`src/rtl/serial_adder_pkg.sv`:
```
// Shared types and defaults for the bit-serial adder.
// FSM state encoding and default operand width.
package serial_adder_pkg;

   typedef enum logic {
      IDLE = 1'b0,
      RUN  = 1'b1
   } state_e;

   localparam int unsigned DefWidth = 8;

endpackage

```
`src/rtl/fa_cell.sv`:
```
// One-bit full adder built from two half-adder stages.
// Purely combinational; reused once per cycle by serial_adder.
module fa_cell (
   input  logic x,
   input  logic y,
   input  logic ci,
   output logic s,
   output logic co
);

   logic p;
   logic g1;
   logic g2;

   assign p  = x ^ y;
   assign g1 = x & y;
   assign s  = p ^ ci;
   assign g2 = p & ci;
   assign co = g1 | g2;

endmodule

```
`src/rtl/serial_adder.sv`:
```
// LSB-first bit-serial adder with start/busy/done handshake.
// One full-adder cell is time-shared across all WIDTH bit positions.
module serial_adder
   import serial_adder_pkg::*;
#(
   parameter int WIDTH = DefWidth
) (
   input  logic             clk,
   input  logic             rst,
   input  logic             start,
   input  logic [WIDTH-1:0] a,
   input  logic [WIDTH-1:0] b,
   input  logic             cin,
   output logic             busy,
   output logic             done,
   output logic [WIDTH-1:0] sum,
   output logic             cout
);

   localparam int CW = $clog2(WIDTH);

   state_e           state_q;
   logic [CW-1:0]    cnt_q;
   logic [WIDTH-1:0] a_q;
   logic [WIDTH-1:0] b_q;
   logic [WIDTH-1:0] ps_q;
   logic [WIDTH-1:0] sum_q;
   logic             c_q;
   logic             cout_q;
   logic             done_q;

   logic             fa_s;
   logic             fa_co;
   logic [WIDTH-1:0] ps_d;
   logic             last;

   fa_cell u_fa (
      .x  (a_q[0]),
      .y  (b_q[0]),
      .ci (c_q),
      .s  (fa_s),
      .co (fa_co)
   );

   assign ps_d = {fa_s, ps_q[WIDTH-1:1]};
   assign last = (cnt_q == CW'(WIDTH - 1));

   always_ff @(posedge clk or posedge rst) begin
      if (rst) begin
         state_q <= IDLE;
         cnt_q   <= '0;
         a_q     <= '0;
         b_q     <= '0;
         ps_q    <= '0;
         sum_q   <= '0;
         c_q     <= 1'b0;
         cout_q  <= 1'b0;
         done_q  <= 1'b0;
      end else begin
         done_q <= 1'b0;
         unique case (state_q)
            IDLE: begin
               if (start) begin
                  a_q     <= a;
                  b_q     <= b;
                  c_q     <= cin;
                  cnt_q   <= '0;
                  ps_q    <= '0;
                  state_q <= RUN;
               end
            end
            RUN: begin
               ps_q  <= ps_d;
               c_q   <= fa_co;
               a_q   <= a_q >> 1;
               b_q   <= b_q >> 1;
               cnt_q <= cnt_q + 1'b1;
               // Last bit: publish result straight from the cell outputs
               if (last) begin
                  state_q <= IDLE;
                  sum_q   <= ps_d;
                  cout_q  <= fa_co;
                  done_q  <= 1'b1;
               end
            end
            default: state_q <= IDLE;
         endcase
      end
   end

   assign busy = (state_q == RUN);
   assign done = done_q;
   assign sum  = sum_q;
   assign cout = cout_q;

endmodule

```
`config.mk`:
```
export PLATFORM = sky130hd
export DESIGN_NAME = serial_adder
export DESIGN_NICKNAME = d
export VERILOG_FILES = /design/src/rtl/serial_adder_pkg.sv /design/src/rtl/fa_cell.sv /design/src/rtl/serial_adder.sv
export SDC_FILE = /design/constraint.sdc
export NUM_CORES = 1
export LEC_CHECK = 0
export CELL_PAD_IN_SITES_DETAIL_PLACEMENT = 1
export CELL_PAD_IN_SITES_GLOBAL_PLACEMENT = 2
export CORE_ASPECT_RATIO = 2
export CORE_MARGIN = 4
export CORE_UTILIZATION = 36
export CTS_CLUSTER_SIZE = 40
export DETAILED_ROUTE_END_ITERATION = 10
export PLACE_DENSITY = 0.84
export SLEW_MARGIN = 15
export SYNTH_ARGS = -nofsm -noshare
export SYNTH_HDL_FRONTEND = slang
export SYNTH_SLANG_ARGS = --single-unit
```
`constraint.sdc`:
```
create_clock -name clk -period 2.5 [get_ports clk]
set_clock_uncertainty 0.1 [all_clocks]
set_input_delay 0.5 -clock clk [delete_from_list [all_inputs] [get_ports clk]]
set_output_delay 0.5 -clock clk [all_outputs]
set_load 0.02 [all_outputs]
```
# Word level (Yosys, flattened, before mapping)
# Cells that the tools add are included.
# word_totals
register_bits	39
in_bits	20
out_inout_bits	11
elab_cells	34
# op_classes
addsub	1
eq_ne	2
mux	15
n_bitwise	6
n_reduce_logical	1
# op_table
cell	count
$pmux 8 s2	3
$mux 8	3
$pmux 3 s2	1
$mux 1	5
$pmux 1 s2	2
$add 3x1->3 const B	1
$eq 3x3->1 const B	1
$mux 3	1
$and 1x1->1	2
$ne 2x2->1 const B	1
$reduce_and 2->1	1
$xor 1x1->1	2
$not 1->1	1
$or 1x1->1	1

# Longest topological paths before layout
# Gate-level depths: netlist (run 1).
# depth
depth_word	4
depth_mapped	4
mapped_depth_nobuf	4

# Modules after synthesis
# A second synthesis (run 1) with hierarchy kept.
# hier_totals
hier_cells	138
area_unflattened_um2	1641.6
# modules_own_cells
mod	n_inst	cells_per_inst	area_per_inst_um2	seq_area_each_um2
serial_adder	1	137	1621.6	950.9
fa_cell	1	1	20.0	0.0

# Least setup slack after synthesis (run 1)
# Ideal clock, no wire load.
# synth_timing
path_kind	register -> register
startpoint	register cnt_q[0]
endpoint	register cout_q (netlist: cout)
setup_time_ps	125
arrival_ps	1264
t_required_ps	2275
setup_slack_ps	1012
path_stages_with_launch	5
cell_sequence	dfrtp_1 ha_1 ha_1 nand2_2 mux2_2
# synth_between
elab_chain_cells	2
# synth_rtl
element	line_no	rtl
start: declaration	serial_adder.sv:23	logic [CW-1:0] cnt_q;
start signal: assignment	serial_adder.sv:77	cnt_q <= cnt_q + 1'b1;
$eq 3x3->1	serial_adder.sv:46	assign last = (cnt_q == CW'(WIDTH - 1));
$reduce_and 2->1 (no source line)	n/a	
end signal: assignment	serial_adder.sv:82	cout_q <= fa_co;
end: declaration	serial_adder.sv:29	logic cout_q;
# Every way passes these cells.
# A chain may end at the register's enable or synchronous reset.

# Worst setup path in the final report (run 1)
# layout_timing
startpoint	register state_q (netlist: busy)
endpoint	output port busy
# layout_lines
element	line_no	rtl
start: declaration	serial_adder.sv:22	state_e state_q;
start signal: assignment	serial_adder.sv:50	state_q <= IDLE;
start signal: assignment	serial_adder.sv:69	state_q <= RUN;
start signal: assignment	serial_adder.sv:80	state_q <= IDLE;
end: declaration	serial_adder.sv:14	output logic busy,
# No word-level cell between the ends.

==> results of run 1 <==
[sequential cells by signal (all words and copies together), names as in the netlist]
signal / cells
done: 1
b_q: 8
a_q: 8
cout: 1
c_q: 1
ps_q: 7
busy: 1
cnt_q: 3
sum: 8
[cells by family after synthesis]
kind of cell | after synthesis | share of synthesized area
simple gates | 34 | 0.09238
mux | 27 | 0.1732
flops | 38 | 0.5851
fa+ha+maj | 3 | 0.02771
buf+inv | 10 | 0.04003
compound gates | 25 | 0.08160
[cell type report]
class                      count  area [um2]  area share
clock buffer                   7       76.32     0.03752
multi-input combinational     89       609.3      0.2995
inverter                       2       7.507    0.003690
tap                           54       67.56     0.03321
sequential                    38       950.9      0.4674
timing repair buffer          33       322.8      0.1587
[placed cells by master (no fill, tap or decap)]
master | synthesis | layout
sky130_fd_sc_hd__nand2b_1 | 8 | 8
sky130_fd_sc_hd__mux2_2 | 9 | 9
sky130_fd_sc_hd__o21ai_0 | 22 | 22
sky130_fd_sc_hd__a22o_1 | 2 | 2
sky130_fd_sc_hd__clkbuf_1 | 1 | 2
sky130_fd_sc_hd__buf_4 | 5 | 3
sky130_fd_sc_hd__nor2_1 | 3 | 3
sky130_fd_sc_hd__mux2i_1 | 18 | 18
sky130_fd_sc_hd__clkbuf_8 | 0 | 5
sky130_fd_sc_hd__fa_1 | 1 | 1
sky130_fd_sc_hd__dfrtp_1 | 38 | 38
sky130_fd_sc_hd__nand2_2 | 1 | 1
sky130_fd_sc_hd__clkdlybuf4s50_1 | 0 | 30
sky130_fd_sc_hd__a21oi_1 | 1 | 1
sky130_fd_sc_hd__nand2_1 | 22 | 22
sky130_fd_sc_hd__ha_1 | 2 | 2
sky130_fd_sc_hd__inv_1 | 2 | 2
[power groups by stage]
| stage | Sequential [uW] | Combinational [uW] | Clock [uW] |
|---|---|---|---|
| 2_1_floorplan | 1070 | 466 | 0 |
| 3_5_place_dp | 1020 | 814 | 0 |
| 6_report | 1010 | 801 | 381 |
| 4_1_cts | 1010 | 824 | 403 |
| 3_3_place_gp | 1000 | 765 | 0 |
| 5_1_grt | 1040 | 900 | 425 |
[final timing paths]
path                          start     end  slack (ns)  cells after the start
min in group asynchronous       rst  b_q[2]        0.54                      3
setup / recovery               busy    busy        0.65                      1
setup reg to reg           cnt_q[0]    cout        0.90                      4
hold reg to reg              a_q[3]  a_q[2]        0.39                      2
hold / removal               a_q[3]  a_q[2]        0.39                      2
max in group asynchronous       rst  sum[2]        1.42                      3
[routing by layer]
layer | global-route usage | share of wire | vias up
met5 | 0 | 0 | -
met4 | 0.06367 | 0.021 | 0
met3 | 0.03383 | 0.045 | 7
met2 | 0.2409 | 0.57 | 25
met1 | 0.1198 | 0.37 | 542
li1 | - | - | 522
[per-stage QoR]
| stage | setup WS, ns | total power [uW] | hold WS, ns | cell area, um2 |
|---|---|---|---|---|
| floorplan | 1.012 | 1533 | 0.3490 | 1625 |
| global route | 0.6041 | 2364 | 0.4168 | 2034 |
| finish | 0.6506 | 2189 | 0.3915 | 2034 |
| CTS | 0.6315 | 2241 | 0.3997 | 2034 |
| global placement | 0.6543 | 1765 | 0.3663 | 1958 |
| detailed placement | 0.5954 | 1838 | 0.3839 | 1958 |
==> run_results.csv, run 1 <==
group,metric,value,unit
pwr,power.share.combinational,0.366,
grt,grt_pass1_vias,1197,
synthesis,synth_top_flop_cell,"sky130_fd_sc_hd__dfrtp_1",
sta,final_period_minus_worst_setup_slack,1.849,ns
synthesis,synth_area_per_cell,11.86,um2
pwr,power.leakage,0.0009446,uW
synthesis,main_area_contributors_after_synthesis,"sky130_fd_sc_hd__dfrtp_1 (59%), sky130_fd_sc_hd__mux2i_1 (11%), sky130_fd_sc_hd__o21ai_0 (6.8%)",
sta,relative_max_transition_margin,0.6748,
worst_setup_path,worst_setup_path_end_kind,"output port",
die,die_area,0.005719,mm2
worst_setup_path,worst-path-max-fanout,2,
drt,route.antenna.remaining_nets,0,
clock_network,ctsRootBufferMaster,"sky130_fd_sc_hd__clkbuf_8",
clock_network,cts_tree,"yes",
synthesis,async_reset_ff_frac,1.000,
sta,final.period_utilization,0.7398,
hold_path,worstHoldPathType,"reg2reg",
synthesis,synth_top_area_cell,"sky130_fd_sc_hd__dfrtp_1",
pwr,sequentialPowerShare,0.460,
grt,antenna_violations_before_repair,0,
clock_network,clk_pin_slew,0.07,ns
sta,slew_violations,0,
clock_network,cts_setup_buffers,0,
clock_network,number_of_sinks_handled_by_clock_tree_synthesis,38,
synthesis,netlist.area_leader.share,0.5851,
final_layout,area_growth_syn_to_layout,25.17,%
clock_network,holdBufCountCts,0,
die,floorplan.io_pins,31,
clock_network,ctsHtreeMaxLevel,2,
sta,fmaxAchievable,0.5407,GHz
sta,grt_setup_unrepaired,"false",
sta,hold_viol_final,0,
final_layout,final_instance_count_without_filler_cells,223,
pwr,cellInternalPower,1441,uW
worst_setup_path,worst_setup_path_start_kind,"register",
grt,wire_length_of_the_first_global_routing_pass,5.499,mm
synthesis,synth_enable_flop_cells,0,
worst_setup_path,critical_path_s_slowest_cell,"sky130_fd_sc_hd__clkdlybuf4s50_1",
drt,drtPass1Iterations,2,
worst_setup_path,worst_path_dominant_cell_family,"buffers and inverters",
grt,grt_usage,0.1253,
worst_setup_path,worst_path_largest_cell_delay,0.61,ns
clock_network,cts-buffers-inserted,5,
job,timing.max_cap.violations,0,
pwr,switching_share,0.3418,
run_status,outcome,"completed",
drt,drc,0,
die,floorplan.die.height,103.0,um
drt,detail_route.iter0.violations,12,
synthesis,synth_seq_cells,38,
worst_setup_path,worstPathCellList,"clkdlybuf4s50_1",
worst_setup_path,path_buf_inv,1,
sta,tightestPinTransition,0.4879,ns
synthesis,yosysUniqueCellTypes,17,
clock_network,post_cts.resized_instances,0,
place,dp.cells,216,
worst_setup_path,required,1.90,ns
synthesis,synthesis.area,0.001625,mm2
synthesis,synthesis.instances,137,
worst_setup_path,path_class,"reg2out",
die,floorplan.core_area,0.004339,mm2
final_layout,share_of_post_route_cells_with_drive_strength_above_1,0.1065,
pwr,clockPowerShare,0.174,
worst_setup_path,critPathArrivalTime,1.25,ns
die,row_count,34,
sta,setup_viol,0,
die,effective_utilization_at_floorplan,0.3746,
drt,wire_per_inst,14.74,um
synthesis,yosysSeqAreaShare,0.5851,
sta,setup_total_negative_slack,0,ns
final_layout,post-route-util,0.4689,
synthesis,synth-warning-count,0,
clock_network,cts.path.max_buffers,2,
pwr,p_per_area,1076,mW/mm2
final_layout,finish.net_count,192,
synthesis,postSynthNetCount,160,
place,gp_congestion,0.7011,
place,numPortBuffers,30,
synthesis,synth_top_cells_by_count,"sky130_fd_sc_hd__dfrtp_1 (38), sky130_fd_sc_hd__nand2_1 (22), sky130_fd_sc_hd__o21ai_0 (22), sky130_fd_sc_hd__mux2i_1 (18), sky130_fd_sc_hd__mux2_2 (9)",
synthesis,yosysMostFrequentCell,"sky130_fd_sc_hd__dfrtp_1",
pwr,ir_drop,0.3999,mV
grt,grt-ovfl-total,0,
drt,route.final.wire_length,3.288,mm
final_layout,n_antenna_cell,0,
pwr,switchingPower,748.0,uW
grt,grt_start_max_net_pins,53,
final_layout,fill_cells,485,
place,placed_wire_length_estimate,2.388,mm
die,die-width,55.51,um
drt,drt_via_density,4.915,
clock_network,clock_insertion_delay_worst_skew,0.28,ns
drt,vias,1096,
Power figures use the tool's default switching activity.
==> inputs of run 2 (changes only) <==
--- a/config.mk
+++ b/config.mk
@@ -9,10 +9,10 @@
 export CELL_PAD_IN_SITES_GLOBAL_PLACEMENT = 2
 export CORE_ASPECT_RATIO = 2
 export CORE_MARGIN = 4
-export CORE_UTILIZATION = 36
+export CORE_UTILIZATION = 33
 export CTS_CLUSTER_SIZE = 40
 export DETAILED_ROUTE_END_ITERATION = 10
-export PLACE_DENSITY = 0.84
+export PLACE_DENSITY = 0.78
 export SLEW_MARGIN = 15
 export SYNTH_ARGS = -nofsm -noshare
 export SYNTH_HDL_FRONTEND = slang
==> constraint.sdc (replaced) <==
create_clock -name clk -period 1.91 [get_ports clk]
set_clock_uncertainty 0.1 [all_clocks]
set_input_delay 0.382 -clock clk [delete_from_list [all_inputs] [get_ports clk]]
set_output_delay 0.382 -clock clk [all_outputs]
set_load 0.02 [all_outputs]
==> run_results.csv, run 2 (synthesis gave the netlist of run 1 again) <==
group,metric,value,unit
pwr,total_power,3044,uW
die,die-width,57.63,um
drt,route.final.wire_length,3.335,mm
worst_setup_path,worst_path_dominant_cell_family,"buffers and inverters",
grt,antenna_violations_before_repair,0,
clock_network,cts_tree,"yes",
clock_network,cts.path.max_buffers,2,
place,numPortBuffers,30,
final_layout,multi_input_area,609.3,um2
final_layout,fill_cells,513,
worst_setup_path,critical_path_s_slowest_cell,"sky130_fd_sc_hd__clkdlybuf4s50_1",
worst_setup_path,worst_r2r_path_depth,4,
place,gp_congestion,0.6802,
pwr,power.leakage,0.0009688,uW
worst_setup_path,worst-path-max-fanout,2,
drt,drtPass1Iterations,3,
clock_network,clock_insertion_delay_worst_skew,0.29,ns
worst_setup_path,endpoint,"busy",
clock_network,cts-buffers-inserted,5,
sta,hold_viol_final,0,
die,floorplan.die.height,107.3,um
clock_network,clk_pin_slew,0.07,ns
worst_setup_path,worst_setup_path_end_kind,"output port",
worst_setup_path,cp.depth,1,
grt,grt-ovfl-total,0,
sta,relative_max_transition_margin,0.6745,
worst_setup_path,worst_setup_path_start_kind,"register",
job,timing.max_cap.violations,0,
worst_setup_path,required,1.43,ns
final_layout,n_antenna_cell,0,
sta,final.period_utilization,0.9306,
sta,setup_viol,0,
clock_network,cts_setup_buffers,0,
drt,wire_per_inst,14.82,um
final_layout,seq_area,950.9,um2
grt,grt_usage,0.1172,
worst_setup_path,crit-reg2reg-launch,"cnt_q[0]",
die,die_area,0.006180,mm2
final_layout,final_cell_mix,"sky130_fd_sc_hd__dfrtp_1 (38), sky130_fd_sc_hd__clkdlybuf4s50_1 (30), sky130_fd_sc_hd__nand2_1 (22), sky130_fd_sc_hd__o21ai_0 (22), sky130_fd_sc_hd__mux2i_1 (18)",
sta,fmaxAchievable,0.5626,GHz
grt,grt_pass1_vias,1164,
drt,detail_route.iter0.violations,7,
worst_setup_path,cp-startpoint,"busy",
worst_setup_path,reg2reg_setup_slack,0.28,ns
drt,vias,1100,
worst_setup_path,critPathArrivalTime,1.30,ns
die,floorplan.io_pins,31,
clock_network,number_of_sinks_handled_by_clock_tree_synthesis,38,
sta,setup_total_negative_slack,0,ns
final_layout,share_of_post_route_cells_with_drive_strength_above_1,0.1235,
sta,tightestPinTransition,0.4882,ns
pwr,p_per_area,1463,mW/mm2
place,detailedPlace.worstSlack,0.2401,ns
hold_path,worstHoldPathType,"reg2reg",
final_layout,area_growth_syn_to_layout,28.02,%
sta,slew_violations,0,
worst_setup_path,worstPathCellList,"clkdlybuf4s50_1",
die,effective_utilization_at_floorplan,0.3469,
drt,drt_via_density,4.889,
clock_network,ctsRootBufferMaster,"sky130_fd_sc_hd__clkbuf_8",
worst_setup_path,path_class,"reg2out",
clock_network,post_cts.resized_instances,0,
drt,drc,0,
clock_network,ctsHtreeMaxLevel,2,
final_layout,finish.net_count,192,
drt,route.antenna.remaining_nets,0,
worst_setup_path,worst_r2r_endpoint,"sum[7]",
worst_setup_path,path_buf_inv,1,
place,placed_wire_length_estimate,2.335,mm
die,row_count,35,
grt,grt_start_max_net_pins,53,
sta,final_period_minus_worst_setup_slack,1.777,ns
die,floorplan.core_area,0.004686,mm2
pwr,ir_drop,0.6229,mV
run_status,outcome,"completed",
sta,final_critical_path_setup_slack,0.1325,ns
grt,wire_length_of_the_first_global_routing_pass,5.589,mm
worst_setup_path,worst_path_largest_cell_delay,0.64,ns
sta,grt_setup_unrepaired,"false",
final_layout,layout_commonest_cell,"sky130_fd_sc_hd__dfrtp_1",
clock_network,holdBufCountCts,0,
-- run 2: cell types whose count changed in the layout (fill, tap and decap cells not counted) --
cell                        delta
sky130_fd_sc_hd__clkinv_2      +2
sky130_fd_sc_hd__buf_12        +1
sky130_fd_sc_hd__bufinv_16     +1
sky130_fd_sc_hd__buf_4         -1
sky130_fd_sc_hd__clkbuf_1      -2
-- run 2: tightest hold or removal path, stage by stage, from the launching register on --
cell and delay, ns:
sky130_fd_sc_hd__dfrtp_1 0.35, sky130_fd_sc_hd__nand2_1 0.05, sky130_fd_sc_hd__o21ai_0 0.06
-- run 2: stage by stage --
| stage | cell area (um2) | hold WS, ns | std cells | utilization |
|---|---|---|---|---|
| 2_1_floorplan | 1625 | 0.3490 | 137 | - |
| 3_3_place_gp | 1972 | 0.3628 | 217 | 0.4208 |
| 3_5_place_dp | 1972 | 0.3816 | 217 | 0.4208 |
| 4_1_cts | 2081 | 0.3992 | 225 | 0.4441 |
| 5_1_grt | 2081 | 0.4149 | 225 | 0.4441 |
| 6_report | 2081 | 0.3927 | 225 | 0.4441 |
-- run 2: where the power goes --
group          internal [uW]  switching [uW]  total, uW
logic                    519             544       1060
clock network            385             289        674
registers               1120             186       1310
total                   2020            1020       3040
-- run 2: layout make-up --
type / count / area share
Clock buffer: 5 / 0.03307
Timing Repair Buffer: 33 / 0.1612
Tap cell: 55 / 0.03307
Inverter: 2 / 0.003608
Sequential cell: 38 / 0.4570
Multi-Input combinational cell: 89 / 0.2928
Clock inverter: 3 / 0.01924
-- run 2: metal layers --
layer | GRT usage | wire (um)
met1 | 0.1375 | 1301
met4 | 0.03980 | 55
met2 | 0.2023 | 1843
met3 | 0.03001 | 134
met5 | 0 | 0
-- run 2: worst min-delay path by stage --
stage | start | slack (ns) | end | cells past startpoint
6_report | a_q[3] | 0.39 | a_q[2] | 2
5_1_grt | b_q[5] | 0.41 | b_q[4] | 2
4_1_cts | b_q[5] | 0.40 | b_q[4] | 2
3_5_place_dp | b_q[5] | 0.38 | b_q[4] | 2
3_3_place_gp | a_q[1] | 0.36 | a_q[0] | 2
2_1_floorplan | b_q[3] | 0.35 | b_q[2] | 2
